===== config.mk =====
export PLATFORM = sky130hd
export DESIGN_NAME = sad_controller
export DESIGN_NICKNAME = d
export VERILOG_FILES = /design/src/rtl/sad_controller.sv
export SDC_FILE = /design/constraint.sdc
export NUM_CORES = 1
export LEC_CHECK = 0
export CORE_MARGIN = 8
export CORE_UTILIZATION = 44
export DETAILED_ROUTE_END_ITERATION = 8
export GPL_TIMING_DRIVEN = 0
export PLACE_DENSITY_LB_ADDON = 0.2
export SKIP_CTS_REPAIR_TIMING = 1
export SLEW_MARGIN = 20
export SYNTH_ARGS = -nofsm -noshare
export SYNTH_HDL_FRONTEND = slang
export SYNTH_SLANG_ARGS = --single-unit
export TNS_END_PERCENT = 20

===== constraint.sdc =====
create_clock -name clk -period 5.1 [get_ports clk]
set_clock_uncertainty 0.1 [all_clocks]
set_input_delay 0.765 -clock clk [delete_from_list [all_inputs] [get_ports clk]]
set_output_delay 0.765 -clock clk [all_outputs]
set_load 0.01 [all_outputs]

===== src/rtl/sad_controller.sv =====
// SAD sequencer: walks ROM pair addresses 0..len-1, accumulates |A-B|
// and publishes the sum with a one-cycle done pulse.
module sad_controller #(
  parameter int unsigned N      = 256,
  parameter int unsigned ADDR_W = 9,
  parameter int unsigned DATA_W = 32,
  parameter int unsigned ACC_W  = 41
) (
  input  logic              clk,
  input  logic              rst_n,
  input  logic              start,
  input  logic              abort,
  input  logic [ADDR_W-1:0] len,
  output logic [ADDR_W-1:0] rom_addr,
  input  logic [DATA_W-1:0] rom_data_a,
  input  logic [DATA_W-1:0] rom_data_b,
  output logic              busy,
  output logic              done,
  output logic [ACC_W-1:0]  sad
);

  localparam int unsigned DIFF_W = DATA_W + 1;

  typedef enum logic [1:0] {
    ST_IDLE,
    ST_RUN,
    ST_DRAIN,
    ST_DONE
  } state_t;

  state_t              state, state_d;
  logic [ADDR_W-1:0]   len_q, len_d;
  logic [ADDR_W-1:0]   cnt, cnt_d;
  logic [ACC_W-1:0]    acc, acc_d;
  logic [DIFF_W-1:0]   diff_q, diff_d;
  logic                diff_v, diff_v_d;
  logic [ADDR_W-1:0]   addr_d;
  logic                busy_d, done_d;
  logic [ACC_W-1:0]    sad_d;

  logic [ADDR_W-1:0]   len_clamp;
  logic [DIFF_W-1:0]   a_ext, b_ext, delta, abs_diff;

  // Operands are sign-extended by one bit so the difference can never overflow.
  always_comb begin
    a_ext    = {rom_data_a[DATA_W-1], rom_data_a};
    b_ext    = {rom_data_b[DATA_W-1], rom_data_b};
    delta    = a_ext - b_ext;
    abs_diff = delta[DIFF_W-1] ? (~delta + DIFF_W'(1)) : delta;
  end

  assign len_clamp = (len > ADDR_W'(N)) ? ADDR_W'(N) : len;

  // Next-state and next-value logic for every register.
  always_comb begin
    state_d  = state;
    len_d    = len_q;
    cnt_d    = cnt;
    acc_d    = acc;
    diff_d   = diff_q;
    diff_v_d = diff_v;
    done_d   = 1'b0;
    sad_d    = sad;
    busy_d   = 1'b0;
    addr_d   = '0;

    if ((state == ST_RUN || state == ST_DRAIN) && diff_v) begin
      acc_d = acc + ACC_W'(diff_q);
    end

    case (state)
      ST_IDLE: begin
        if (start && !abort) begin
          len_d    = len_clamp;
          cnt_d    = '0;
          acc_d    = '0;
          diff_v_d = 1'b0;
          state_d  = (len_clamp == '0) ? ST_DONE : ST_RUN;
        end
      end
      ST_RUN: begin
        diff_d   = abs_diff;
        diff_v_d = 1'b1;
        cnt_d    = cnt + ADDR_W'(1);
        if (cnt == len_q - ADDR_W'(1)) begin
          state_d = ST_DRAIN;
        end
      end
      ST_DRAIN: begin
        diff_v_d = 1'b0;
        state_d  = ST_DONE;
      end
      ST_DONE: begin
        sad_d   = acc;
        done_d  = 1'b1;
        state_d = ST_IDLE;
      end
      default: state_d = ST_IDLE;
    endcase

    // Abort cancels an active run without touching the published result.
    if (abort && state != ST_IDLE) begin
      state_d  = ST_IDLE;
      done_d   = 1'b0;
      sad_d    = sad;
      diff_v_d = 1'b0;
    end

    busy_d = (state_d == ST_RUN) || (state_d == ST_DRAIN);
    addr_d = (state_d == ST_RUN) ? cnt_d : '0;
  end

  always_ff @(posedge clk or negedge rst_n) begin
    if (!rst_n) begin
      state    <= ST_IDLE;
      len_q    <= '0;
      cnt      <= '0;
      acc      <= '0;
      diff_q   <= '0;
      diff_v   <= 1'b0;
      rom_addr <= '0;
      busy     <= 1'b0;
      done     <= 1'b0;
      sad      <= '0;
    end else begin
      state    <= state_d;
      len_q    <= len_d;
      cnt      <= cnt_d;
      acc      <= acc_d;
      diff_q   <= diff_d;
      diff_v   <= diff_v_d;
      rom_addr <= addr_d;
      busy     <= busy_d;
      done     <= done_d;
      sad      <= sad_d;
    end
  end

endmodule


Word-level counts from Yosys, hierarchy flattened:

Index checks and enable logic that the tools add are counted.

* input bits: 77
* register bits: 147

* add/sub/neg operators: 5
* bitwise logic cells: 2
* mux-type cells: 18
* reduce and logical (&&, ||, !) cells: 13
* $lt $le $gt $ge: 1
* equality and inequality tests: 7

Operators with widths (count)
* 41-bit two-way mux: 3
* 41-bit by 33-bit adder with 41-bit output: 1
* 33-bit by 1-bit adder with 33-bit output, second input constant: 1
* 33-bit two-way mux: 1
* 33-bit inverter: 1
* 32-bit by 32-bit subtractor with 33-bit output: 1
* 9-bit two-way mux: 3
* 9-bit one-hot mux with 2 select lines: 1
* 9-bit by 1-bit adder with 9-bit output, second input constant: 1
* 9-bit == test: 1
* 9-bit > comparator, second input constant: 1
* 9-bit zero test: 1
* 9-bit by 1-bit subtractor with 9-bit output, second input constant: 1
* 2-bit two-way mux: 4
* 2-bit one-hot mux with 4 select lines: 1
* 2-bit == test, second input constant: 3
* 2-bit AND reduction: 3
* 2-bit by 1-bit == test with 1-bit output, second input constant: 2
* 1-bit two-way mux: 4
* 4-bit nonzero test: 1
* 1-bit logical AND: 3
* 3-bit inequality test, second input constant: 1
* 1-bit one-hot mux with 3 select lines: 1
* 2-bit zero test: 1
* 4 further kinds: 5

Logic depth before layout (Yosys ltp):

* depth in word-level cells: 9
* mapped depth: 14
* gate-level depth less buffers: 14

Least setup slack after synthesis:

Ideal clock, no wire load.

* kind: input to register
* start point: input port rom_data_a[0]
* end point: register diff_q[28]
* cell stages on the path: 13
* library setup time: 0.125 ns
* data arrival time: 3.763 ns
* required time: 4.875 ns
* setup slack: 1.112 ns
* path through: inv_1 ha_1 fa_1 nand2b_1 a2111oi_0 nor2_1 o21ai_1 xor2_1 a2111oi_2 nand2b_1 o41ai_2 xnor2_1 mux2_4

* longest elaborated chain between the ends: 4

Ends and longest elaborated chain
* start: declaration: RTL line 15 `input logic [DATA_W-1:0] rom_data_a,`
* 32-bit by 32-bit subtractor with 33-bit output (*): RTL line 48 `delta = a_ext - b_ext;`
* 33-bit inverter: RTL line 49 `abs_diff = delta[DIFF_W-1] ? (~delta + DIFF_W'(1)) : delta;`
* 33-bit by 1-bit adder with 33-bit output: RTL line 49
* 33-bit two-way mux (*): RTL line 49
* end signal: assignment: RTL line 130 `diff_q <= diff_d;`
* end: declaration: RTL line 35 `logic [DIFF_W-1:0] diff_q, diff_d;`

Mark *: on every way between the ends. The rest lies on a longest branch, timed or not.
A chain may end at the register's enable or synchronous reset.

Final worst setup path:

* start point: input port rom_data_a[0]
* end point: register diff_q[6]

The elaborated chain is that of the path after synthesis.

==> results.md <==
- Synth warn: 0
- Post-DRT Antenna Nets: 0
- Post-synth EDFFs: 0
- Peak supply drop: 0.249 mV
- Static leakage: 5.81 nW
- Crit path max fanout: 10
- Clock Path Buffers: 2
- Vias in the first global route: 9841
- CP Data Arrival Time: 5.07 ns
- Post-synthesis sequential area ratio: 0.341
- Placer Congestion: 0.871
- Dpl hpwl: 22400 µm
- Largest net degree at the start of global routing: 94
- Total number of vias: 9979
- Final WL: 28500 µm
- Layout cells sized above 1: 0.0483
- Synth cell count leaders: nand2_1, dfrtp_1, a21oi_1, nor2_1, o21ai_0
- Max-Cap Viols: 0
- Die Width: 173 µm
- Clk network pwr share: 0.177
- Status: finished, final reports clean
- Initial antenna violation count: 0
- CTS tree: built
- WS Path Type: input port to register
- DR DRC count: 0
- Actual slew at the worst max-slew pin: 0.753 ns
- Synthesized area per cell: 7.99 µm²
- Syn Nets: 1503
- CP endpoint kind: register
- Area contributors post-synth: dfrtp_1, nand2_1, ha_1
- Final Slew Violations: 0
- R2R cell count: 13
- Post-Syn Instances: 1351
- Root buffer cell: clkbuf_16
- Syn Std Cell Area: 10800 µm²
- Power density cells: 510 nW/µm²
- DR pass1 iterations: 5
- NetSw: 0.00288 W
- Crit share post-route: 0.956
- Comb power frac: 0.530
- Flop pwr share: 0.293
- Pint: 0.00379 W
- Io pins: 129
- Area growth syn-to-layout: 21.1%
- Die H: 173 µm
- CTS Buf Count: 17
- Reg2reg setup slack: 1.44 ns
- Post-synth cell types: 77
- DIE AREA: 29800 µm²
- CP startpoint: rom_data_a[0]
- Antenna cells: 0
- Maximum clock rate: 0.205 GHz
- CP Launch Type: input port
- Ys flop type: dfrtp_1
- # rows: 57
- Synth top area share: 0.341
- Global-route wire length before repair: 48200 µm
- Gr ovfl total: 0
- Initial drt markers: 496
- Initial Utilization: 0.447
- CORE AREA: 24200 µm²
- Headroom to the max-slew limit: 0.494
- H-Tree Depth: 4
- CP Capture Point: diff_q[6]
- Final hold vios: 0
- Core Util, Final: 0.541
- Clock Pin Slew Worst Setup and Hold Paths: 0.07 ns
- Unrepaired setup endpoints after global routing: false
- Top-count cell post-synth: nand2_1
- Sw Ratio: 0.432
- Worst r2r dst: acc[36]
- GRT Util Overall: 0.190
- Vias/cell: 5.44
- WL per Instance: 15.5 µm
- Min-delay worst type: input port to async pin
- Post-route minimum period: 4.88 ns
- Post-layout net count: 1651
- Asr flop ratio synth: 1.00
- Flops & latches, synth: 147
- Setup TNS: 0 ns
- Final setup vio count: 0
- Post-synth top area cell: dfrtp_1
- PortBufs: 128
- Worst-Skew Late Latency: 0.42 ns
- Sink Count: 147
- RR Startpoint: diff_q[0]
- Smallest hold slack: 0.153 ns
- Worst EP required: 5.29 ns
worst min path at each step:
stage                endpoint  cells after the start  slack [ns]      start
finish                 sad[5]                      1        0.15      rst_n
global placement       sad[8]                      2        0.36     sad[8]
CTS                    sad[5]                      1        0.17      rst_n
floorplan           diff_q[0]                      2        0.36  diff_q[0]
global route           sad[5]                      1        0.18      rst_n
detailed placement    sad[28]                      2        0.36    sad[28]
metal layers:
layer	track usage	vias to the layer above	wire length, µm
met5	0	-	0
met4	0.0517	0	461
met3	0.0303	31	1180
met2	0.320	241	13500
met1	0.249	4654	13300
li1	-	5053	-
cells by family (layout without fill, tap and decap cells):
family | Yosys count | after routing | share of synthesized area
AND/OR/NAND/NOR | 547 | 547 | 0.235
flip-flops | 147 | 147 | 0.341
multiplexers | 9 | 9 | 0.00927
buffers and inverters | 125 | 286 | 0.0462
adder cells (fa/ha/maj) | 75 | 75 | 0.0883
XOR/XNOR | 83 | 83 | 0.0673
AO/OA/AOI/OAI | 365 | 365 | 0.213
through the flow:
step	instances	setup slack [ns]	area [µm²]	total power [W]
floorplan	1351	1.11	10800	0.00439
global route	1836	0.0529	13100	0.00724
detailed placement	1804	-0.0872	12500	0.00547
global placement	1803	-2.81	12500	0.00539
finish	1836	0.223	13100	0.00666
CTS	1836	0.325	13100	0.00668
power by group through the flow:
| stage | combinational (W) | clock [W] | sequential (W) |
|---|---|---|---|
| floorplan | 0.00247 | 0 | 0.00192 |
| global placement | 0.00343 | 0 | 0.00196 |
| detailed placement | 0.00350 | 0 | 0.00197 |
| CTS | 0.00353 | 0.00120 | 0.00195 |
| global route | 0.00397 | 0.00125 | 0.00201 |
| finish | 0.00353 | 0.00118 | 0.00195 |
area by class of cell:
cell class	instances	area, µm²
multi-input combinational	1079	6620
clock buffer	18	439
buffer	52	225
fill	2336	11100
timing repair buffer	129	1310
inverter	73	274
tap	324	405
sequential	147	3680
clock inverter	14	118
state kept, by name, summed over array words and instances, names as in the netlist:
signal    cells
diff_v        1
busy          1
done          1
cnt           9
state         2
len_q         9
acc          41
rom_addr      9
sad          41
diff_q       33
cells in the final DEF, fill, tap and decap left out, types with 16 or more instances in the layout:
cell type,netlist,layout
a211oi_1,24,24
a21o_1,27,27
a21oi_1,128,128
and2_1,22,22
clkbuf_1,38,38
clkbuf_16,0,17
clkdlybuf4s50_1,0,127
dfrtp_1,147,147
ha_1,73,73
inv_1,73,73
nand2_1,245,245
nand3_1,34,34
nand4_1,16,16
nor2_1,108,108
nor3_1,28,28
o21ai_0,83,83
or3_1,18,18
xnor2_1,48,48
xor2_1,35,35
critical path: stages:
cell and delay (ns):
clkdlybuf4s50_1 0.45, inv_1 0.04, ha_1 0.21, fa_1 0.40, nand2b_1 0.23, a2111oi_0 0.56
nor2_1 0.19, o21ai_1 0.35, a211oi_2 0.21, o221ai_1 0.32, a22o_1 0.42, clkbuf_1 0.48
a21oi_1 0.11, xnor2_1 0.23, a21oi_1 0.10
Power figures use the tool's default switching activity.
